**src/rtl/spi_slave_pkg.sv**
```systemverilog
// rtl/spi_slave_pkg.sv - shared constants for the SPI mode-0 slave
// Purpose: frame and bit-counter widths plus idle levels used by the
//          synchronizer reset values.
// Ports:   none (package)
package spi_slave_pkg;

  localparam int SPI_BYTE_W   = 8;
  localparam int SPI_BITCNT_W = 3;

  // Idle levels of the serial lines; synchronizers reset to these so no
  // spurious edge is seen when reset is released with the bus idle.
  localparam logic CS_IDLE   = 1'b1;
  localparam logic SCK_IDLE  = 1'b0;
  localparam logic MOSI_IDLE = 1'b0;

endpackage

```
**src/rtl/spi_slave_if.sv**
```systemverilog
// rtl/spi_slave_if.sv - SPI pins plus host-side byte interface
// Purpose: groups the serial lines and the received/transmit byte handshake.
// Ports:   slave modport  - mosi/sck/cs/sdata in, miso/mdata/data_valid_read/data_firstbyte out
//          master modport - mirror image, used by whoever drives the bus
interface spi_slave_if;
  import spi_slave_pkg::*;

  logic                  mosi;
  logic                  miso;
  logic                  sck;
  logic                  cs;
  logic [SPI_BYTE_W-1:0] mdata;
  logic [SPI_BYTE_W-1:0] sdata;
  logic                  data_valid_read;
  logic                  data_firstbyte;

  modport slave (
    input  mosi, sck, cs, sdata,
    output miso, mdata, data_valid_read, data_firstbyte
  );

  modport master (
    output mosi, sck, cs, sdata,
    input  miso, mdata, data_valid_read, data_firstbyte
  );

endinterface

```
**src/rtl/spi_slave_sync_edge_detect.sv**
```systemverilog
// rtl/spi_slave_sync_edge_detect.sv - input synchronizer with edge pulses
// Purpose: brings an asynchronous line into the clk domain through
//          SYNC_STAGES flops and flags rising/falling transitions.
// Ports:   clk, rst    - system clock, async active-high reset
//          async_i     - asynchronous input line
//          rise_o      - one-clk pulse on a synchronized 0->1 transition
//          fall_o      - one-clk pulse on a synchronized 1->0 transition
module spi_slave_sync_edge_detect #(
  parameter int   SYNC_STAGES = 2,
  parameter logic RESET_VAL   = 1'b0
) (
  input  logic clk,
  input  logic rst,
  input  logic async_i,
  output logic rise_o,
  output logic fall_o
);

  logic [SYNC_STAGES-1:0] chain_q, chain_d;
  logic                   prev_q, prev_d;
  logic                   level;

  assign level = chain_q[SYNC_STAGES-1];

  always_comb begin
    chain_d = {chain_q[SYNC_STAGES-2:0], async_i};
    prev_d  = level;
  end

  always_ff @(posedge clk or posedge rst) begin
    if (rst) begin
      chain_q <= {SYNC_STAGES{RESET_VAL}};
      prev_q  <= RESET_VAL;
    end else begin
      chain_q <= chain_d;
      prev_q  <= prev_d;
    end
  end

  assign rise_o = level & ~prev_q;
  assign fall_o = ~level & prev_q;

endmodule

```
**src/rtl/spi_slave.sv**
```systemverilog
// rtl/spi_slave.sv - SPI mode-0 slave, MSB first, 8-bit frames
// Purpose: oversamples sck/cs/mosi in the clk domain, assembles received
//          bytes for the host and shifts sdata back out on miso.
// Ports:   clk, rst              - system clock, async active-high reset
//          bus (slave modport)   - mosi/sck/cs serial inputs, miso output,
//                                  mdata/data_valid_read/data_firstbyte to host,
//                                  sdata from host (sampled at byte boundaries)
module spi_slave
  import spi_slave_pkg::*;
#(
  parameter int SYNC_STAGES = 2
) (
  input  logic       clk,
  input  logic       rst,
  spi_slave_if.slave bus
);

  logic sck_rise, sck_fall;
  logic cs_rise, cs_fall;

  spi_slave_sync_edge_detect #(
    .SYNC_STAGES (SYNC_STAGES),
    .RESET_VAL   (SCK_IDLE)
  ) u_sck_sync (
    .clk     (clk),
    .rst     (rst),
    .async_i (bus.sck),
    .rise_o  (sck_rise),
    .fall_o  (sck_fall)
  );

  spi_slave_sync_edge_detect #(
    .SYNC_STAGES (SYNC_STAGES),
    .RESET_VAL   (CS_IDLE)
  ) u_cs_sync (
    .clk     (clk),
    .rst     (rst),
    .async_i (bus.cs),
    .rise_o  (cs_rise),
    .fall_o  (cs_fall)
  );

  // mosi needs the same depth as sck so the sampled bit lines up with the
  // detected rising edge; no edge detection required.
  logic [SYNC_STAGES-1:0] mosi_sync_q, mosi_sync_d;
  logic                   mosi_sync;

  assign mosi_sync = mosi_sync_q[SYNC_STAGES-1];

  logic                    cs_active_q, cs_active_d;
  logic [SPI_BITCNT_W-1:0] cnt_q, cnt_d;
  logic [SPI_BYTE_W-1:0]   rx_q, rx_d;
  logic [SPI_BYTE_W-1:0]   tx_q, tx_d;
  logic                    first_q, first_d;
  logic                    done_q, done_d;
  logic [SPI_BYTE_W-1:0]   mdata_q, mdata_d;
  logic                    valid_q, valid_d;
  logic                    firstbyte_q, firstbyte_d;

  always_comb begin
    mosi_sync_d = {mosi_sync_q[SYNC_STAGES-2:0], bus.mosi};
    cs_active_d = cs_active_q;
    cnt_d       = cnt_q;
    rx_d        = rx_q;
    tx_d        = tx_q;
    first_d     = first_q;
    done_d      = 1'b0;
    mdata_d     = mdata_q;
    valid_d     = 1'b0;
    firstbyte_d = firstbyte_q;

    // Hand the byte completed last cycle to the host and fetch the next one
    // to transmit; the following sck fall sees cnt==0 and keeps its MSB.
    if (done_q) begin
      mdata_d     = rx_q;
      valid_d     = 1'b1;
      firstbyte_d = first_q;
      first_d     = 1'b0;
      tx_d        = bus.sdata;
    end

    // cs fall wins over any sck edge seen in the same cycle.
    if (cs_fall) begin
      cs_active_d = 1'b1;
      cnt_d       = '0;
      first_d     = 1'b1;
      tx_d        = bus.sdata;
    end else if (cs_rise) begin
      // Partial byte is dropped; the next selection restarts at bit 0.
      cs_active_d = 1'b0;
      cnt_d       = '0;
      rx_d        = '0;
    end else if (cs_active_q) begin
      if (sck_rise) begin
        rx_d  = {rx_q[SPI_BYTE_W-2:0], mosi_sync};
        cnt_d = cnt_q + SPI_BITCNT_W'(1);
        if (cnt_q == SPI_BITCNT_W'(SPI_BYTE_W - 1)) begin
          done_d = 1'b1;
        end
      end else if (sck_fall && (cnt_q != '0)) begin
        tx_d = {tx_q[SPI_BYTE_W-2:0], 1'b0};
      end
    end
  end

  always_ff @(posedge clk or posedge rst) begin
    if (rst) begin
      mosi_sync_q <= {SYNC_STAGES{MOSI_IDLE}};
      cs_active_q <= 1'b0;
      cnt_q       <= '0;
      rx_q        <= '0;
      tx_q        <= '0;
      first_q     <= 1'b1;
      done_q      <= 1'b0;
      mdata_q     <= '0;
      valid_q     <= 1'b0;
      firstbyte_q <= 1'b0;
    end else begin
      mosi_sync_q <= mosi_sync_d;
      cs_active_q <= cs_active_d;
      cnt_q       <= cnt_d;
      rx_q        <= rx_d;
      tx_q        <= tx_d;
      first_q     <= first_d;
      done_q      <= done_d;
      mdata_q     <= mdata_d;
      valid_q     <= valid_d;
      firstbyte_q <= firstbyte_d;
    end
  end

  assign bus.miso            = cs_active_q & tx_q[SPI_BYTE_W-1];
  assign bus.mdata           = mdata_q;
  assign bus.data_valid_read = valid_q;
  assign bus.data_firstbyte  = firstbyte_q;

endmodule

```
**src/flat_wrapper.sv**
```systemverilog
// flat-port wrapper written by rule: the top's interface ports become plain ports
module spi_slave_flat import spi_slave_pkg::*;
#(
  parameter int SYNC_STAGES = 2
)
  (clk, rst, bus_mosi, bus_sck, bus_cs, bus_sdata, bus_miso, bus_mdata, bus_data_valid_read, bus_data_firstbyte);
  spi_slave_if bus_i ();
  input  logic clk;
  input  logic rst;
  input wire logic [$bits(bus_i.mosi)-1:0] bus_mosi;
  input wire logic [$bits(bus_i.sck)-1:0] bus_sck;
  input wire logic [$bits(bus_i.cs)-1:0] bus_cs;
  input wire logic [$bits(bus_i.sdata)-1:0] bus_sdata;
  output wire logic [$bits(bus_i.miso)-1:0] bus_miso;
  output wire logic [$bits(bus_i.mdata)-1:0] bus_mdata;
  output wire logic [$bits(bus_i.data_valid_read)-1:0] bus_data_valid_read;
  output wire logic [$bits(bus_i.data_firstbyte)-1:0] bus_data_firstbyte;
  assign bus_i.mosi = bus_mosi;
  assign bus_i.sck = bus_sck;
  assign bus_i.cs = bus_cs;
  assign bus_i.sdata = bus_sdata;
  assign bus_miso = bus_i.miso;
  assign bus_mdata = bus_i.mdata;
  assign bus_data_valid_read = bus_i.data_valid_read;
  assign bus_data_firstbyte = bus_i.data_firstbyte;
  spi_slave #(.SYNC_STAGES(SYNC_STAGES)) u_core (.clk(clk), .rst(rst), .bus(bus_i));
endmodule
```
**config.mk**
```make
export PLATFORM = sky130hd
export DESIGN_NAME = spi_slave_flat
export DESIGN_NICKNAME = d
export VERILOG_FILES = /design/src/rtl/spi_slave_pkg.sv /design/src/rtl/spi_slave_if.sv /design/src/rtl/spi_slave_sync_edge_detect.sv /design/src/rtl/spi_slave.sv /design/src/flat_wrapper.sv
export SDC_FILE = /design/constraint.sdc
export NUM_CORES = 1
export LEC_CHECK = 0
export BUFFER_PORTS_ARGS = -buffer_cell sky130_fd_sc_hd__buf_2
export CAP_MARGIN = 20
export CORE_UTILIZATION = 40
export DETAILED_ROUTE_END_ITERATION = 7
export PLACE_DENSITY = 0.67
export RECOVER_POWER = 50
export SYNTH_ARGS = -nofsm -noshare
export SYNTH_HDL_FRONTEND = slang
export SYNTH_SLANG_ARGS = --single-unit
```
**constraint.sdc**
```tcl
create_clock -name clk -period 3.6 [get_ports clk]
set_input_delay 0.54 -clock clk [delete_from_list [all_inputs] [get_ports clk]]
set_output_delay 0.54 -clock clk [all_outputs]
set_load 0.05 [all_outputs]
```
# After elaboration in Yosys (flattened, before gate mapping)
# Cells that the tools add are included.
[op_classes] addsub=1 n_eq_ne=1 mux=23 n_bitwise=10 reduce_logical=10
[op_table] cell="$mux 8" n=9
[op_table] cell="$mux 3" n=4
[op_table] cell="$mux 1" n=10
[op_table] cell="$reduce_bool 3->1" n=3
[op_table] cell="$reduce_bool 2->1" n=4
[op_table] cell="$and 1x1->1" n=5
[op_table] cell="$not 1->1" n=5
[op_table] cell="$add 3x1->3 const B" n=1
[op_table] cell="$eq 3x3->1 const B" n=1
[op_table] cell="$reduce_and 3->1" n=1
[op_table] cell="$reduce_and 2->1" n=1
[op_table] cell="$logic_and 1x1->1" n=1
[word_totals] regBits=40

# Longest topological paths before layout
[logic_depth] word_depth=8 ltp_mapped=7

# Cells and area by module
# From an unflattened synthesis, not the netlist that was laid out.
[unflattened] hier_cells=126 area_unflattened_um2=1630.3
[modules_own_cells] mod="spi_slave" instances=1 cells_each=114 area_each_um2=1438.9
[modules_own_cells] mod="spi_slave_sync_edge_detect at u_core.u_cs_sync" instances=1 cells_each=6 area_each_um2=97.6
[modules_own_cells] mod="spi_slave_sync_edge_detect at u_core.u_sck_sync" instances=1 cells_each=6 area_each_um2=93.8

# Worst setup path after synthesis
# Ideal clock, no wire load.
[synth_timing] path_kind="reg-to-reg" startpoint="register u_core.u_cs_sync.prev_q" endpoint="register u_core.tx_q[1]" t_arrival_ps=1780 t_required_ps=3496 setup_slack_ps=1716 stages_incl_launch_ff=7 path_cell_list="dfstp_2 > inv_1 > ha_1 > nand4bb_1 > buf_2 > a221o_1 > a221oi_1"
[synth_between] elab_chain_cells=4
[synth_lines] item="start: declaration" line="spi_slave_sync_edge_detect.sv:20" text="logic prev_q, prev_d;"
[synth_lines] item="start signal: assignment" line="spi_slave_sync_edge_detect.sv:36" text="prev_q <= prev_d;"
[synth_lines] item="$not 1->1" line="spi_slave_sync_edge_detect.sv:40" text="assign rise_o = level & ~prev_q;"
[synth_lines] item="$and 1x1->1" line="spi_slave_sync_edge_detect.sv:40"
[synth_lines] item="$mux 8" line="spi_slave.sv:88" text="end else if (cs_rise) begin"
[synth_lines] item="$mux 8 *" line="spi_slave.sv:83" text="if (cs_fall) begin"
[synth_lines] item="net u_core.tx_d[1]" line="spi_slave.sv:53" text="logic [SPI_BYTE_W-1:0] tx_q, tx_d;"
[synth_lines] item="end signal: assignment" line="spi_slave.sv:123" text="tx_q <= tx_d;"
[synth_lines] item="end: declaration" line="spi_slave.sv:53"
# Mark *: on every way through the listed nets, which the timed path passes. The rest lies on a longest branch.
# A chain may end at the register's enable or synchronous reset.

# Worst setup path in the final report
[layout_timing] startpoint="register u_core.u_cs_sync.prev_q" endpoint="register u_core.tx_q[7]"
# Same word-level chain as after synthesis.

==> metrics.md <==
| Metric | Value |
|---|---|
| Status | `finished with violations` |
| Failing checks | `capacitance limit, slew limit` |
| Cts hold-fix bufs | `0` |
| Post-synthesis sequential area ratio | `61.4%` |
| ANT nets after route | `0` |
| Die width | `66.0 um` |
| Number of iterations in the first detailed-routing pass | `3` |
| Internal power | `0.704 mW` |
| Non-Filler Instances | `201` |
| Register area | `1010 um^2` |
| FFs w/ async S/R, synth | `100%` |
| Worst Tran Pin Value | `2020 ps` |
| Root Driver | `clkbuf_8` |
| Min Tclk post-route | `2180 ps` |
| H-tree depth reported by CTS | `2` |
| Synth Area in XOR/XNOR | `0%` |
| Io pins | `24` |
| Initial Util | `43.1%` |
| Post-Synth Simple-Gate Area | `10.2%` |
| Final Slew Violations | `41` |
| Switching pwr | `0.265 mW` |
| Drt drc | `0` |
| Critical path data arrival time | `2360 ps` |
| Peak VDD IR | `224 uV` |
| Resized Gates After CTS | `0` |
| Sequential share of power | `53.6%` |
| Die ar. | `4350 um^2` |
| Via density | `5.19` |
| RSZ-0062 raised after global routing | `false` |
| Top cells by area, synth | `dfrtp_1, mux2_2, dfstp_2` |
| Worst min path class | `input pin to flip-flop` |
| Comb pwr share | `15.0%` |
| Worst Setup SP | `u_core.u_cs_sync.prev_q` |
| Num rows | `22` |
| CTS sink cnt | `40` |
| CTS tree | `yes` |
| Overflow after GRT | `0` |
| PortBufs | `23` |
| Ant diodes | `0` |
| WHS Path Cells | `1` |
| Worst EP required | `3790 ps` |
| Synth-to-Final Area Change | `14.6%` |
| First-pass GRT wire length | `4820 um` |
| HP Start | `bus_cs` |
| Clock latency at the later pin of the worst-skew pair | `290 ps` |
| Final net count | `170` |
| Total leakage power | `0.931 nW` |
| Routability Congestion | `0.821` |
| Reg clk slew, reported paths | `70 ps` |
| CP Class | `flip-flop to flip-flop` |
| Yosys reg bits | `40` |
| Dpl hpwl | `1980 um` |
| Post-CTS Setup Repair Bufs | `0` |
| Placed Cells | `193` |
| R2r endpoint | `u_core.tx_q[7]` |
| Startpoint types | `flip-flop` |
| EDFF count, synth | `0` |
| Final setup TNS | `0 ps` |
| Synth area leader | `dfrtp_1` |
| Hold WS | `339 ps` |
| Final worst path period share | `60.5%` |
| Crit path max fanout | `9` |
| Layout fillers | `351` |
| MaxCap Viol Count | `1` |
| FMAX | `459 MHz` |
| R2R Setup Slk | `1420 ps` |
| Pwr/cell area | `516 nW/um^2` |
| Drt wl/cell | `14.1 um` |
| Final setup vio count | `0` |
| Slew HR | `-34.6%` |
| CTS Buf Count | `5` |
| Largest family of logic cells by synthesized area | `compound AO/OA/AOI/OAI gates` |
| Initial antenna violation count | `0` |
| FF-to-FF path depth | `5` |
| Critical Path End Type | `flip-flop` |
| RR Startpoint | `u_core.u_cs_sync.prev_q` |
| Routed wire length | `2830 um` |
| Final hold vios | `0` |
| Synthesized cell area | `1640 um^2` |
| Post-Synthesis Cells | `129` |
| Vias | `1044` |
| Primary FF master, synth | `dfrtp_1` |
| DP Worst Slack | `1430 ps` |
| Adder-cell share of the synthesized area | `3.82%` |
| Clk buf depth | `2` |
| Synth cell types | `27` |
| Clock power frac | `31.4%` |
| Fin util | `49.4%` |
| Switching Share | `27.4%` |
| Core Area | `3800 um^2` |
| Avg Synthesized Cell Area | `12.7 um^2` |
| Top cell type's share of synthesized area | `55.0%` |
| Mux cell area share after synthesis | `8.79%` |
| Final worst slack | `1420 ps` |
| Die extent in y | `66.0 um` |
| Synth Net Count | `147` |
| WHS Endpoint | `u_core.u_cs_sync.chain_q[0]` |
| Multi-input logic area | `546 um^2` |
| DRT iter0 DRCs | `73` |
| Largest net degree at the start of global routing | `41` |
| Vias in the first global route | `1068` |
| Final Skew | `5.34 ps` |
| Ys Warns | `0` |
| Tot GR Track Use | `15.2%` |
| Compound-Gate Fraction of Synth Area | `10.5%` |
| Layout cells sized above 1 | `29.4%` |
[synth_stat cells, types with 2 or more instances]
master	n
ha_1	5
dfstp_2	4
nor4_1	7
and2_1	3
dfrtp_1	36
buf_2	3
a22o_1	8
nand2_1	2
inv_1	14
nor3_1	9
clkbuf_1	3
mux2_2	11
nor2_1	2
mux2i_1	2
a221oi_1	7
buf_1	2
[metrics by stage]
stage	power, mW	instance area, um^2
floorplan	0.637	1640
global placement	0.663	1790
detailed placement	0.677	1790
CTS	0.981	1880
global route	1.02	1880
finish	0.969	1880
[layer usage]
layer | track usage [%] | share of wire (%)
met1 | 18.0 | 46
met2 | 24.7 | 48
met3 | 5.69 | 4.7
met5 | 0 | 0
met4 | 6.38 | 1.4
[state kept, by name, summed over array words and instances, names as in the netlist]
name and flops:
u_core.bus.data_firstbyte 1, u_core.bus.data_valid_read 1, u_core.bus.mdata 8, u_core.cnt_q 3, u_core.cs_active_q 1, u_core.done_q 1
u_core.first_q 1, u_core.mosi_sync_q 2, u_core.rx_q 8, u_core.tx_q 8, u_core.u_cs_sync.chain_q 2, u_core.u_cs_sync.prev_q 1
u_core.u_sck_sync.chain_q 2, u_core.u_sck_sync.prev_q 1
[cell type report]
cell class	count	share of cell area, %
Multi-Input combinational cell	67	29.1
Clock inverter	1	0.400
Clock buffer	7	4.60
Sequential cell	40	53.6
Inverter	14	2.80
Tap cell	48	3.20
Timing Repair Buffer	24	6.33
[critical path: stages (launching register included)]
cell and delay, ps:
dfstp_2 540, inv_1 40, ha_1 220, nand4bb_1 380, a221o_1 560, a221oi_1 330
[logic make-up after synthesis]
kind of cell / count (synthesis)
compound gates: 20
fa+ha+maj: 5
buf+inv: 22
flops: 40
mux: 13
simple gates: 29
[worst max-delay path by stage]
stage	end	depth (start not counted)
finish	u_core.tx_q[7]	5
detailed placement	u_core.tx_q[1]	5
global placement	u_core.tx_q[2]	5
CTS	u_core.tx_q[7]	5
floorplan	u_core.tx_q[1]	6
global route	u_core.tx_q[5]	3
[placed cells by master, fill, tap and decap left out, drive strengths merged, types with 4 or more instances in the layout]
cell type  count
ha             5
clkbuf         8
inv           14
nor3           9
buf           23
dfstp          4
a221oi         7
dfrtp         36
mux2          11
nor4           7
a22o           8
[power by group through the flow]
stage          Sequential (mW)  Combinational (mW)  Clock, mW
6_report                 0.519               0.145      0.305
5_1_grt                  0.524               0.167      0.328
3_3_place_gp             0.526               0.137          0
2_1_floorplan            0.523               0.114          0
3_5_place_dp             0.527               0.149          0
4_1_cts                  0.519               0.150      0.312
Note: power is estimated with default switching activity, not from simulation.
